===== src/rtl/key_search_ctrl.sv =====
// Multi-core key search controller: splits the key space across NUM_CORES cores, launches them,
// latches the first winning key and reports status, elapsed cycles and HEX display data.
module key_search_ctrl #(
   parameter int unsigned NUM_CORES = 4,
   parameter int unsigned KEY_W     = 24,
   parameter int unsigned KEY_SPACE = 24'h400000,
   parameter int unsigned CNT_W     = 32
) (
   input  logic                       CLK_50M,
   input  logic                       reset_n,
   input  logic                       start,
   input  logic                       abort,
   input  logic [NUM_CORES-1:0]       core_found,
   input  logic [NUM_CORES-1:0]       core_done,
   input  logic [NUM_CORES*KEY_W-1:0] core_key,
   output logic                       core_start,
   output logic                       stop_all,
   output logic [NUM_CORES*KEY_W-1:0] core_low_key,
   output logic [NUM_CORES*KEY_W-1:0] core_high_key,
   output logic                       busy,
   output logic                       key_found,
   output logic                       key_not_found,
   output logic [3:0]                 winner,
   output logic [KEY_W-1:0]           secret_key,
   output logic [CNT_W-1:0]           elapsed,
   output logic [KEY_W-1:0]           hex_data
);

   typedef enum logic [2:0] {IDLE, LAUNCH, SEARCH, FOUND, EXHAUSTED} state_t;

   localparam int unsigned     SLICE   = KEY_SPACE / NUM_CORES;
   localparam logic [CNT_W-1:0] CNT_MAX = '1;

   state_t               state;
   logic [NUM_CORES-1:0] done_mask;
   logic [3:0]           win_idx;
   logic [KEY_W-1:0]     win_key;
   logic [KEY_W-5:0]     progress;

   // Last core takes the remainder of the integer division.
   for (genvar g = 0; g < NUM_CORES; g++) begin : g_part
      localparam int unsigned LO = g * SLICE;
      localparam int unsigned HI = (g == NUM_CORES - 1) ? KEY_SPACE : (g + 1) * SLICE;
      assign core_low_key[g*KEY_W +: KEY_W]  = KEY_W'(LO);
      assign core_high_key[g*KEY_W +: KEY_W] = KEY_W'(HI);
   end

   if (CNT_W >= KEY_W - 4) begin : g_prog_trunc
      assign progress = elapsed[KEY_W-5:0];
   end else begin : g_prog_ext
      assign progress = {{(KEY_W-4-CNT_W){1'b0}}, elapsed};
   end

   // Lowest-index core wins when several report in the same cycle.
   always_comb begin
      win_idx = '0;
      win_key = '0;
      for (int i = NUM_CORES - 1; i >= 0; i--) begin
         if (core_found[i]) begin
            win_idx = 4'(i);
            win_key = core_key[i*KEY_W +: KEY_W];
         end
      end
   end

   always_ff @(posedge CLK_50M or negedge reset_n) begin
      if (!reset_n) begin
         state         <= IDLE;
         core_start    <= 1'b0;
         stop_all      <= 1'b0;
         busy          <= 1'b0;
         key_found     <= 1'b0;
         key_not_found <= 1'b0;
         winner        <= '0;
         secret_key    <= '0;
         elapsed       <= '0;
         done_mask     <= '0;
      end else begin
         core_start <= 1'b0;
         case (state)
            IDLE, FOUND, EXHAUSTED: begin
               // In IDLE, stop_all is only ever the one-cycle pulse left by an abort.
               if (state == IDLE) stop_all <= 1'b0;
               if (start) begin
                  state         <= LAUNCH;
                  core_start    <= 1'b1;
                  busy          <= 1'b1;
                  stop_all      <= 1'b0;
                  key_found     <= 1'b0;
                  key_not_found <= 1'b0;
                  winner        <= '0;
                  secret_key    <= '0;
                  elapsed       <= '0;
                  done_mask     <= '0;
               end
            end
            LAUNCH: state <= SEARCH;
            SEARCH: begin
               if (elapsed != CNT_MAX) elapsed <= elapsed + CNT_W'(1);
               done_mask <= done_mask | core_done;
               if (abort) begin
                  state    <= IDLE;
                  busy     <= 1'b0;
                  stop_all <= 1'b1;
               end else if (|core_found) begin
                  state      <= FOUND;
                  busy       <= 1'b0;
                  stop_all   <= 1'b1;
                  key_found  <= 1'b1;
                  winner     <= win_idx;
                  secret_key <= win_key;
               end else if (&(done_mask | core_done)) begin
                  state         <= EXHAUSTED;
                  busy          <= 1'b0;
                  stop_all      <= 1'b1;
                  key_not_found <= 1'b1;
               end
            end
            default: state <= IDLE;
         endcase
      end
   end

   always_comb begin
      hex_data = '0;
      case (state)
         FOUND:     hex_data = secret_key;
         EXHAUSTED: hex_data = '1;
         SEARCH:    hex_data = {4'hF, progress};
         default:   hex_data = '0;
      endcase
   end

endmodule


===== config.mk =====
export PLATFORM = sky130hd
export DESIGN_NAME = key_search_ctrl
export DESIGN_NICKNAME = d
export VERILOG_FILES = /design/src/rtl/key_search_ctrl.sv
export SDC_FILE = /design/constraint.sdc
export NUM_CORES = 1
export LEC_CHECK = 0
export ABC_AREA = 1
export BUFFER_PORTS_ARGS = -buffer_cell sky130_fd_sc_hd__buf_2
export CAP_MARGIN = 25
export CORE_AREA = 2 2 149 151
export CTS_CLUSTER_DIAMETER = 30
export DETAILED_ROUTE_END_ITERATION = 6
export DIE_AREA = 0 0 151 153
export SLEW_MARGIN = 10
export SYNTH_ARGS = -nofsm -noshare
export SYNTH_HDL_FRONTEND = slang
export SYNTH_SLANG_ARGS = --single-unit

===== constraint.sdc =====
create_clock -name CLK_50M -period 2 [get_ports CLK_50M]
set_input_delay 0.3 -clock CLK_50M [delete_from_list [all_inputs] [get_ports CLK_50M]]
set_output_delay 0.3 -clock CLK_50M [all_outputs]
set_load 0.01 [all_outputs]

==> results.txt <==
Die width: 151 um
Worst EP required: 1.70 ns
Setup-failing EPs final: 0
Fin. Hold Viols: 4
Simple-Gate Fraction of Synth Area: 27.1%
Fin cells: 1397
Layout cells sized above 1: 26.5%
M3 GR Usage: 2.90%
Core footprint: 21500 sq um
Vias per cell: 4.21
Max FO, Critical Path: 6
Clock Tree Buf Depth: 2
DRC Markers: 0
R2r worst-path depth: 9
Dpl ws: -0.0178 ns
Slowest-stage cell, CP: dfrtp_2
Die height: 153 um
WL/cell: 14.3 um
Detail Route Antenna Nets: 0
M2 GR Usage: 29.1%
Drt pass-1 iters: 4
Dpl cell area: 6950 sq um
Skew-Pair Late Insertion Delay: 0.34 ns
Post-synthesis mux area share: 0%
Syn_area_per_cell: 6.92 sq um
Static leakage: 4.05 nW
Tmin final: 1.96 ns
N_diodes: 0
Power Density: 995 nW/um^2
Vias: 5885
Total global routing overflow: 0
CTS Hold Buffers Added: 0
Initial Utilization: 28.9%
Pin count of the biggest net entering global routing: 71
Worst setup SP type: flip-flop
Peak supply drop: 0.000459 V
CTS tree: yes
Final WL: 20000 um
Fin area: 7370 sq um
Number of I/O port buffers: 194
Grt peak-use layer: met2
Total track usage: 16.4%
Multi-input logic area: 3380 sq um
Clock transition at the registers of the reported paths: 0.06 ns
Peak Freq: 511 MHz
Setup slack after layout: 0.0429 ns
Min Hold Slack: -0.00479 ns
CP Data Arrival Time: 1.66 ns
Crit end category: output pin
Clock root cell: clkbuf_16
Final Max Slew Viols: 0
Global-route wire length before repair: 29400 um
Largest stage delay, worst path: 0.43 ns
CTS sink count: 70
Area Growth Syn to Fin: 18.6%
FF-to-FF setup slack: 0.16 ns
Final Util: 34.3%
Crit Path Class: flip-flop to output pin
Complex-gate fraction of the synthesized area: 13.7%
Met1 usage: 20.4%
# rows: 54
Clk_skew: 0.00914 ns
Layout net count: 1221
RSZ-0062 raised after global routing: true
First-iteration detailed-routing DRC count: 319
#FFs+latches synth: 70
Post-Synth XOR/XNOR Area: 1.27%
Initial antenna violation count: 0
Worst-path cell chain: nor3_4 > buf_6 > inv_8 > o211ai_1 > buf_2
Synth warn: 0
Vias in the first global route: 5326
Status: finished with violations
I/O pins: 389
Num CTS Buffers: 9
Sequential cell area: 1750 sq um
Mapped Area: 6210 sq um
Final worst-path cycle share: 97.9%
Placed cells: 1373
Violated checks: hold timing
Die area: 23100 sq um
Reg-to-reg startpoint: state[0]
Fill cells: 2406
Worst reg2reg path endpoint: secret_key[10]
H-tree lvl count: 3
Gpl congestion: 0.871
Max-Cap Viols: 0
Main combinational cell family by area after synthesis: buffers and inverters
Post-synthesis sequential area ratio: 28.2%
Hold Path Class: input pin to async pin
Post-DP HPWL: 16000 um
Syn Inst Count: 897
Adder-cell share of the synthesized area: 0.202%
Synth unique cells: 39
## per-stage QoR
step           power, mW  setup TNS, ns
4_1_cts             7.19              0
3_3_place_gp        5.47              0
6_report            7.33              0
3_5_place_dp        5.51        -0.0446
5_1_grt             7.88        -0.0234
2_1_floorplan       4.36              0
## cell type report
class,count,area share [%]
Tap cell,280,4.76
Clock inverter,7,0.883
Multi-Input combinational cell,740,45.9
Timing Repair inverter,2,0.170
Clock buffer,9,3.06
Sequential cell,70,23.8
Inverter,57,3.07
Timing Repair Buffer,232,18.3
## flip-flops by register name, summed over array words and instances, names as in the netlist
signal / flops
secret_key: 24
done_mask: 4
state: 3
busy: 1
elapsed: 32
key_not_found: 1
core_start: 1
stop_all: 1
winner: 2
key_found: 1
## timing repair
action	in CTS	in global routing
pin swaps	1	5
resized for setup	4	18
buffers inserted	2	4
cloned	0	3
setup endpoints to repair	19	25
## cells in the final DEF, fill, tap and decap left out, types with 4 or more instances in the layout
cell type / count
a21o_1: 4
a21oi_1: 23
a221o_1: 5
buf_12: 5
buf_2: 194
buf_4: 29
clkbuf_16: 10
clkinv_2: 4
conb_1: 194
dfrtp_1: 68
inv_1: 50
inv_4: 4
nand2_1: 278
nand2_2: 6
nand3_1: 33
nor2_1: 66
nor2_4: 6
o211ai_1: 29
o21ai_0: 43
o21ai_1: 5
o21ai_2: 15
o221ai_1: 6
xor2_1: 7
## cell usage after synthesis, drive strengths merged
master | n | area share (%)
or2 | 1 | 0.10
o22ai | 1 | 0.10
dfrtp | 70 | 28
ha | 1 | 0.20
and2 | 1 | 0.10
clkbuf | 11 | 0.67
a22oi | 1 | 0.12
nand4 | 1 | 0.10
a221o | 5 | 0.81
nand3 | 36 | 3.3
nor3 | 2 | 0.24
nand2 | 286 | 18
a21oi | 23 | 1.9
xnor2 | 2 | 0.28
a21o | 4 | 0.48
buf | 211 | 25
o21ai | 63 | 6.0
inv | 56 | 3.4
conb | 2 | 0.12
nor2 | 76 | 5.5
xor2 | 7 | 0.99
clkinv | 1 | 0.060
and3 | 1 | 0.10
o221ai | 6 | 0.85
o211ai | 29 | 3.5
## cells by family (layout without fill, tap and decap cells)
group	after synthesis	in the layout
buffers and inverters	279	307
other	2	194
adder cells (fa/ha/maj)	1	1
XOR/XNOR	9	9
AND/OR/NAND/NOR	404	404
AO/OA/AOI/OAI	132	132
flip-flops	70	70
## where the power goes
| part | switching (mW) | leakage, nW | internal (mW) |
|---|---|---|---|
| logic | 2.16 | 2.97 | 1.29 |
| registers | 0.422 | 0.936 | 1.86 |
| clock network | 0.642 | 0.141 | 0.956 |
## layer usage
metal	part of all wire, %	wire, um
met3	5.8	1150
met4	2.0	408
met2	52	10400
met5	0	0
met1	40	8010
## worst max path at each step
stage,slack (ns),endpoint,from,cells after the start
CTS,0.005,hex_data[17],state[0],4
global route,-0.02,hex_data[17],state[0],5
detailed placement,-0.02,elapsed[0],state[2],5
floorplan,0.26,hex_data[18],state[2],6
global placement,0.04,elapsed[0],state[2],5
finish,0.04,hex_data[17],state[0],5
## worst max-delay path, delay by kind of cell (launching register included)
kind                   cells  cell delay [ns]
flip-flops                 1             0.43
buffers and inverters      3             0.40
AND/OR/NAND/NOR            1             0.27
AO/OA/AOI/OAI              1             0.23
Power figures use the tool's default switching activity.
